[src/rtl/jt12_wr_arb.sv]
// Write arbiter/sequencer for the jt12 MMR port: merges two requesters round-robin into a FIFO
// and replays each entry as a spaced, busy-gated address/data write pair.
module jt12_wr_arb #(
  parameter int unsigned DEPTH = 4,
  parameter int unsigned GAP   = 2
) (
  input  logic                     clk,
  input  logic                     rst_n,
  input  logic                     req0_valid,
  input  logic                     req0_part,
  input  logic [7:0]               req0_reg,
  input  logic [7:0]               req0_data,
  output logic                     req0_ready,
  input  logic                     req1_valid,
  input  logic                     req1_part,
  input  logic [7:0]               req1_reg,
  input  logic [7:0]               req1_data,
  output logic                     req1_ready,
  input  logic                     ym_busy,
  output logic                     ym_write,
  output logic [1:0]               ym_addr,
  output logic [7:0]               ym_din,
  output logic [$clog2(DEPTH):0]   level,
  output logic                     idle
);

  localparam int unsigned AW = $clog2(DEPTH);
  localparam int unsigned LW = AW + 1;
  localparam int unsigned CW = $clog2(GAP + 1);

  typedef struct packed {
    logic       part;
    logic [7:0] rnum;
    logic [7:0] data;
  } entry_t;

  typedef enum logic [2:0] {S_IDLE, S_ADDR, S_GAP1, S_DATA, S_HOLD} state_t;

  entry_t         mem [DEPTH];
  entry_t         head;
  entry_t         wdata;
  logic [AW-1:0]  wr_ptr, rd_ptr;
  logic           rr_last;
  logic           full, empty;
  logic           win0, win1, push0, push1, push, pop;
  logic [LW-1:0]  level_d;

  state_t         state, state_d;
  logic [CW-1:0]  cnt, cnt_d;
  logic           ym_write_d;
  logic [1:0]     ym_addr_d;
  logic [7:0]     ym_din_d;
  logic           lpart;
  logic [7:0]     lreg;
  logic           addr_vld;
  logic           latch_addr;

  // Arbitration: a contested cycle goes to the requester not served last.
  always_comb begin
    full       = (level == LW'(DEPTH));
    empty      = (level == '0);
    win0       = req0_valid && (!req1_valid || rr_last);
    win1       = req1_valid && (!req0_valid || !rr_last);
    req0_ready = !full && !win1;
    req1_ready = !full && !win0;
    push0      = req0_valid && req0_ready;
    push1      = req1_valid && req1_ready;
    push       = push0 || push1;
    pop        = (state == S_DATA);
    wdata      = push1 ? entry_t'({req1_part, req1_reg, req1_data})
                       : entry_t'({req0_part, req0_reg, req0_data});
    head       = mem[rd_ptr];
    level_d    = level + LW'(push) - LW'(pop);
  end

  always_ff @(posedge clk) begin
    if (push) mem[wr_ptr] <= wdata;
  end

  always_ff @(posedge clk or negedge rst_n) begin
    if (!rst_n) begin
      wr_ptr  <= '0;
      rd_ptr  <= '0;
      level   <= '0;
      rr_last <= 1'b1;
    end else begin
      if (push) begin
        wr_ptr  <= wr_ptr + AW'(1);
        rr_last <= push1;
      end
      if (pop) rd_ptr <= rd_ptr + AW'(1);
      level <= level_d;
    end
  end

  // Sequencer next state; outputs are computed for the state being entered.
  always_comb begin
    state_d    = state;
    cnt_d      = cnt;
    ym_write_d = 1'b0;
    ym_addr_d  = ym_addr;
    ym_din_d   = ym_din;
    latch_addr = 1'b0;
    case (state)
      S_IDLE: begin
        if (!empty && !ym_busy) begin
          ym_write_d = 1'b1;
          if (addr_vld && head.part == lpart && head.rnum == lreg) begin
            state_d   = S_DATA;
            ym_addr_d = {head.part, 1'b1};
            ym_din_d  = head.data;
          end else begin
            state_d    = S_ADDR;
            ym_addr_d  = {head.part, 1'b0};
            ym_din_d   = head.rnum;
            latch_addr = 1'b1;
          end
        end
      end
      S_ADDR: begin
        state_d = S_GAP1;
        cnt_d   = CW'(GAP - 1);
      end
      S_GAP1: begin
        if (cnt == '0) begin
          state_d    = S_DATA;
          ym_write_d = 1'b1;
          ym_addr_d  = {head.part, 1'b1};
          ym_din_d   = head.data;
        end else begin
          cnt_d = cnt - CW'(1);
        end
      end
      S_DATA: begin
        state_d = S_HOLD;
        cnt_d   = CW'(GAP - 1);
      end
      S_HOLD: begin
        if (cnt != '0) cnt_d = cnt - CW'(1);
        else if (!ym_busy) state_d = S_IDLE;
      end
      default: state_d = S_IDLE;
    endcase
  end

  always_ff @(posedge clk or negedge rst_n) begin
    if (!rst_n) begin
      state    <= S_IDLE;
      cnt      <= '0;
      ym_write <= 1'b0;
      ym_addr  <= '0;
      ym_din   <= '0;
      lpart    <= 1'b0;
      lreg     <= '0;
      addr_vld <= 1'b0;
      idle     <= 1'b1;
    end else begin
      state    <= state_d;
      cnt      <= cnt_d;
      ym_write <= ym_write_d;
      ym_addr  <= ym_addr_d;
      ym_din   <= ym_din_d;
      idle     <= (level_d == '0) && (state_d == S_IDLE);
      if (latch_addr) begin
        lpart    <= head.part;
        lreg     <= head.rnum;
        addr_vld <= 1'b1;
      end
    end
  end

endmodule

[config.mk]
export PLATFORM = sky130hd
export DESIGN_NAME = jt12_wr_arb
export DESIGN_NICKNAME = d
export VERILOG_FILES = /design/src/rtl/jt12_wr_arb.sv
export SDC_FILE = /design/constraint.sdc
export NUM_CORES = 1
export LEC_CHECK = 0
export CAP_MARGIN = 20
export CELL_PAD_IN_SITES_DETAIL_PLACEMENT = 1
export CELL_PAD_IN_SITES_GLOBAL_PLACEMENT = 2
export CORE_MARGIN = 5
export CORE_UTILIZATION = 40
export CTS_CLUSTER_SIZE = 8
export DETAILED_ROUTE_END_ITERATION = 7
export GPL_TIMING_DRIVEN = 0
export PLACE_DENSITY_LB_ADDON = 0.25
export RECOVER_POWER = 100
export SLEW_MARGIN = 25
export SYNTH_ARGS = -nofsm -noshare
export SYNTH_HDL_FRONTEND = slang
export SYNTH_SLANG_ARGS = --single-unit
[constraint.sdc]
create_clock -name clk -period 3.1 [get_ports clk]
set_clock_uncertainty 0.1 [all_clocks]
set_input_delay 0.465 -clock clk [delete_from_list [all_inputs] [get_ports clk]]
set_output_delay 0.465 -clock clk [all_outputs]
set_load 0.02 [all_outputs]
Yosys cells after proc, flatten, opt, wreduce, memory -nomap -nowiden
Memory sizes are Yosys's and may differ from the RTL's.
Cells that the tools add are included.

operators by class
  add/subtract/negate cells = 5
  $mul = 0
  divide/modulo/power cells = 0
  order comparisons = 0
  equal/unequal tests = 11
  shift operators = 0
  muxes and demuxes = 26
  bitwise gates (word level) = 0
  reduce and logical (&&, ||, !) cells = 32

operators by type and width
  operator             number
  $mux 8               3
  $mux 17              1
  $pmux 8 s2           1
  $pmux 3 s5           1
  $logic_not 3->1      4
  $mux 3               4
  $logic_and 1x1->1    10
  $mux 2               5
  $eq 8x8->1           1
  $logic_not 1->1      8
  $mux 1               8
  $ne 2x2->1 const B   4
  $eq 3x2->1 const B   2
  $eq 3x3->1 const B   2
  $pmux 2 s3           1
  $reduce_and 3->1     2
  $add 2x1->2 const B  2
  $pmux 2 s2           1
  $reduce_bool 2->1    2
  $add 3x1->3          1
  $eq 3x1->1 const B   1
  $logic_or 1x1->1     3
  $reduce_bool 3->1    1
  $sub 3x1->3          1
  5 further kinds      5

storage, ports and cells
  bits in registers = 35
  bits in latches = 0
  memory bits (writable) = 68
  memory bits (read-only) = 0
  bits of input ports = 39
  output and inout bits = 17
  word-level logic and storage cells = 88
  memories = 1

memories
  name  words  width  rd ports  clocked after memory_dff  wr ports  line  text
  mem   4      17     1         0                         1         39    entry_t mem [DEPTH];

Depth between registers and ports, before layout
  word-level depth = 11
  gate-level depth with buffers = 12
  mapped depth without buffers = 11

Worst setup path after synthesis
Ideal clock, no wire load.

  path kind = register to register
  start = reg level[2]
  end = reg idle
  library setup time = 0.096 ns
  arrival = 2.614 ns
  data required time = 2.904 ns
  path slack = 0.290 ns
  cell stages (with the launch flop) = 12
  period minus slack after synthesis = 2.810 ns
  path through = dfrtp_1 > nor3b_1 > nor2_1 > inv_1 > ha_1 > inv_1 > ha_1 > fa_1 > xnor2_1 > xnor2_1 > or3_1 > nor4_1

on the way
  longest elaborated chain between the ends = 9
  elaborated cells between the ends (all ways) = 17
  classes of those cells = 2 x add/sub; 1 x eq/ne; 2 x mux; 12 x reduce/logical

ends and longest elaborated chain
  what                                         line    text
  from (decl)                                  23      output logic [$clog2(DEPTH):0] level,
  from (signal assigned)                       92      level <= level_d;
  $eq 3x3->1                                   60      full = (level == LW'(DEPTH));
  $logic_not 1->1                              64, 65
  $logic_and 1x1->1, on equally long branches  64, 65
  $logic_and 1x1->1, on equally long branches  66, 67
  $logic_or 1x1->1                             68      push = push0 || push1;
  $add 3x1->3 (*)                              73      level_d = level + LW'(push) - LW'(pop);
  $sub 3x1->3 (*)                              73
  named net level_d[2]                         46      logic [LW-1:0] level_d;
  $logic_not 3->1 (*)                          163     idle <= (level_d == '0) && (state_d == S_IDLE);
  $logic_and 1x1->1 (*)                        163
  to (signal assigned)                         163
  to (decl)                                    24      output logic idle

The timed path passes the listed nets; every way through them passes the cells marked *.
A chain may end at the register's enable or synchronous reset.

Worst setup path after layout
  start = in req1_valid
  end = reg idle

on the way
  longest elaborated chain between the ends = 11
  elaborated cells between the ends (all ways) = 15
  classes of those cells = 2 x add/sub; 13 x reduce/logical

ends and longest elaborated chain
  what                   line  text
  from (decl)            14    input logic req1_valid,
  $logic_not 1->1        62    win0 = req0_valid && (!req1_valid || rr_last);
  $logic_or 1x1->1       62
  $logic_and 1x1->1      62
  $logic_not 1->1        65    req1_ready = !full && !win0;
  $logic_and 1x1->1      65
  $logic_and 1x1->1      67    push1 = req1_valid && req1_ready;
  $logic_or 1x1->1 (*)   68
  $add 3x1->3 (*)        73
  $sub 3x1->3 (*)        73
  named net level_d[2]   46
  $logic_not 3->1 (*)    163
  $logic_and 1x1->1 (*)  163

Marked as above.

==> impl_metrics.csv <==
group,metric,value,unit
yosys,syn_area,4500,µm²
power_and_ir_drop,ir_worst_vdd,0.484,mV
routing,drtIter0Drc,136,
min_path,hp-class,"reg -> reg",
timing,fin_crit,2.98,ns
grt,antenna_found_initial,0,
placement,dpl.cell_count,482,
setup_path,end_kind,"register",
placement,dpl-instance-area,5250,µm²
die,die_area,13500,µm²
timing,slew_viol_final,0,
yosys,synth_flop_cell,"edfxtp_1",
die,die_h,116,µm
clock_tree,clock_path_buffers,2,
setup_path,rr_worst_depth,11,
grt,grt_pass1_wl,15500,µm
clock_tree,cts_sinks,103,
final_layout,finalNetCount,398,
final_layout,final_cell_mix,"edfxtp_1 (68), clkdlybuf4s50_1 (37), dfrtp_1 (31)",
setup_path,path_max_fanout,8,
routing,routed-wl-met3,320,µm
final_layout,final_common_cell,"edfxtp_1",
timing,setup_violations,0,
grt,grt_usage,15.6,%
die,start_util,41.2,%
setup_path,worstSetupPathType,"in -> reg",
clock_tree,ctsHtreeMaxLevel,3,
placement,dp_hpwl,6820,µm
timing,fmax,335,MHz
routing,drtAntennaViolNets,0,
die,die_w,116,µm
power_and_ir_drop,leakage,1.95,nW
final_layout,drive_gt1_share,13.5,%
placement,place.gp.congestion,0.730,
grt,grt_pass1_vias,2839,
yosys,synthArstFlopShare,34.0,%
yosys,yosysWarningCount,0,
setup_path,worstSetupStartpointType,"input pin",
timing,period_share,96.3,%
routing,wl_per_cell,19.8,µm
timing,worst_pin_slew,1.36,ns
clock_tree,clk_pin_slew,0.08,ns
yosys,ys_ff_latch,103,
timing,rsz0062_at_grt,"false",
run,cap_violations,0,
setup_path,cp.required,3.25,ns
yosys,synth_nets,333,
routing,routed-wl-met2,5120,µm
die,core,10900,µm²
yosys,syn_inst,286,
yosys,avgSynthCellArea,15.7,µm²
final_layout,stdcell_count,496,
final_layout,syn_to_final_growth,22.8,%
timing,hold_viol_final,0,
final_layout,final_area,5530,µm²
routing,drc,0,
clock_tree,numCtsBuffers,9,
power_and_ir_drop,power_density,1060,nW/µm²
routing,via_per_inst,5.38,
die,ios,56,
outcome,outcome,"finished clean",
yosys,ys_seq_area_share,64.9,%
clock_tree,tritoncts,"done",
min_path,holdPathStages,1,
placement,place.port_buffers,55,
die,num_rows,38,
clock_tree,cts_setup_buffers,0,
setup_path,worstPathArrival,3.13,ns
clock_tree,clk_latency,0.35,ns
placement,dp_slack,-0.412,ns
routing,m1WireLength,4210,µm
timing,slew_headroom,8.96,%
grt,grt-ovfl-total,0,
routing,top_layer_used,"met4",
routing,via_count,2668,
timing,hold-worst-slack,0.401,ns
routing,routed_wl,9800,µm
clock_tree,clockRootBuffer,"clkbuf_16",
yosys,post_synth_num_cell_types,42,
grt,grt_start_max_net_pins,21,
yosys,synth-edff-count,68,
final_layout,num_antenna_cells,0,
routing,first_pass_iters,4,
timing,setup_ws,0.116,ns
-- cell type report --
cell class / count / area [µm²]
Sequential cell: 103 / 2920
Tap cell: 140 / 175
Clock buffer: 9 / 225
Multi-Input combinational cell: 161 / 1500
Buffer: 11 / 46.3
Timing Repair Buffer: 57 / 558
Clock inverter: 7 / 73.8
Fill cell: 1091 / 5410
Inverter: 8 / 30.0
-- cells by family after synthesis --
logic type,after synthesis,synth area share (%)
flops,103,64.9
simple gates,58,7.22
mux,42,14.7
compound gates,38,5.95
buf+inv,22,1.95
xor+xnor,15,2.92
fa+ha+maj,8,2.39
-- registers in the layout (all words and copies together), names as in the netlist, 2 cells and up --
| name | count |
|---|---|
| ym_din | 8 |
| level | 3 |
| rd_ptr | 2 |
| ym_addr | 2 |
| state | 3 |
| cnt | 2 |
| wr_ptr | 2 |
| lreg | 8 |
| mem | 68 |
-- layer usage --
layer	vias up	global-route usage, %
met5	-	0
met4	0	4.72
met3	11	3.94
met2	46	27.2
met1	1372	19.3
li1	1239	-
-- critical path, stage by stage --
cell	delay [ns]
clkdlybuf4s50_1	0.52
nor2_1	0.06
nor2_2	0.25
inv_1	0.11
ha_1	0.29
inv_1	0.04
ha_1	0.18
fa_1	0.38
xnor2_1	0.21
xnor2_1	0.10
or3_1	0.32
nor4_1	0.22
-- repair_timing --
action                                  in CTS  in global routing
pin swaps                                    0                  0
endpoints found under the hold margin       15                  0
endpoints found under the setup margin       7                 43
gates cloned                                 0                  0
hold buffers                                 1                  0
resized for setup                            1                  2
-- where the power goes --
part / internal [mW] / total [mW] / switching (mW)
sequential: 2.05 / 2.29 / 0.242
clock: 0.570 / 1.12 / 0.549
combinational: 0.999 / 2.43 / 1.43
-- synth_stat cells (8+ instances only) --
master	instances	share of area, %
edfxtp_1	68	45
inv_1	8	0.67
xnor2_1	14	2.7
mux4_2	17	8.5
nor2_1	8	0.67
nand4_1	9	1.3
clkbuf_1	10	0.83
dfrtp_1	33	18
o22ai_1	8	1.1
mux2_2	20	5.0
nand2_1	17	1.4
a31oi_1	8	1.1
o31ai_1	8	1.3
-- metrics by stage --
stage	power (mW)	TNS [ns]	utilization, %
finish	5.83	0	50.6
global route	6.21	0	50.6
CTS	5.97	0	50.8
detailed placement	4.83	-7.70	48.0
global placement	4.73	-4.11	47.8
floorplan	3.96	0	-
-- path summary, 6_finish.rpt --
check                                start          to  slack [ns]
worst max-delay path            req1_valid        idle        0.12
worst min-delay path            ym_addr[1]  ym_addr[1]        0.40
worst max register to register    level[2]        idle        0.17
worst min register to register  ym_addr[1]  ym_addr[1]        0.40
max in group asynchronous            rst_n   ym_din[0]        0.72
min in group asynchronous            rst_n    level[2]        0.70
No activity file was read; power rests on OpenSTA's default activity.
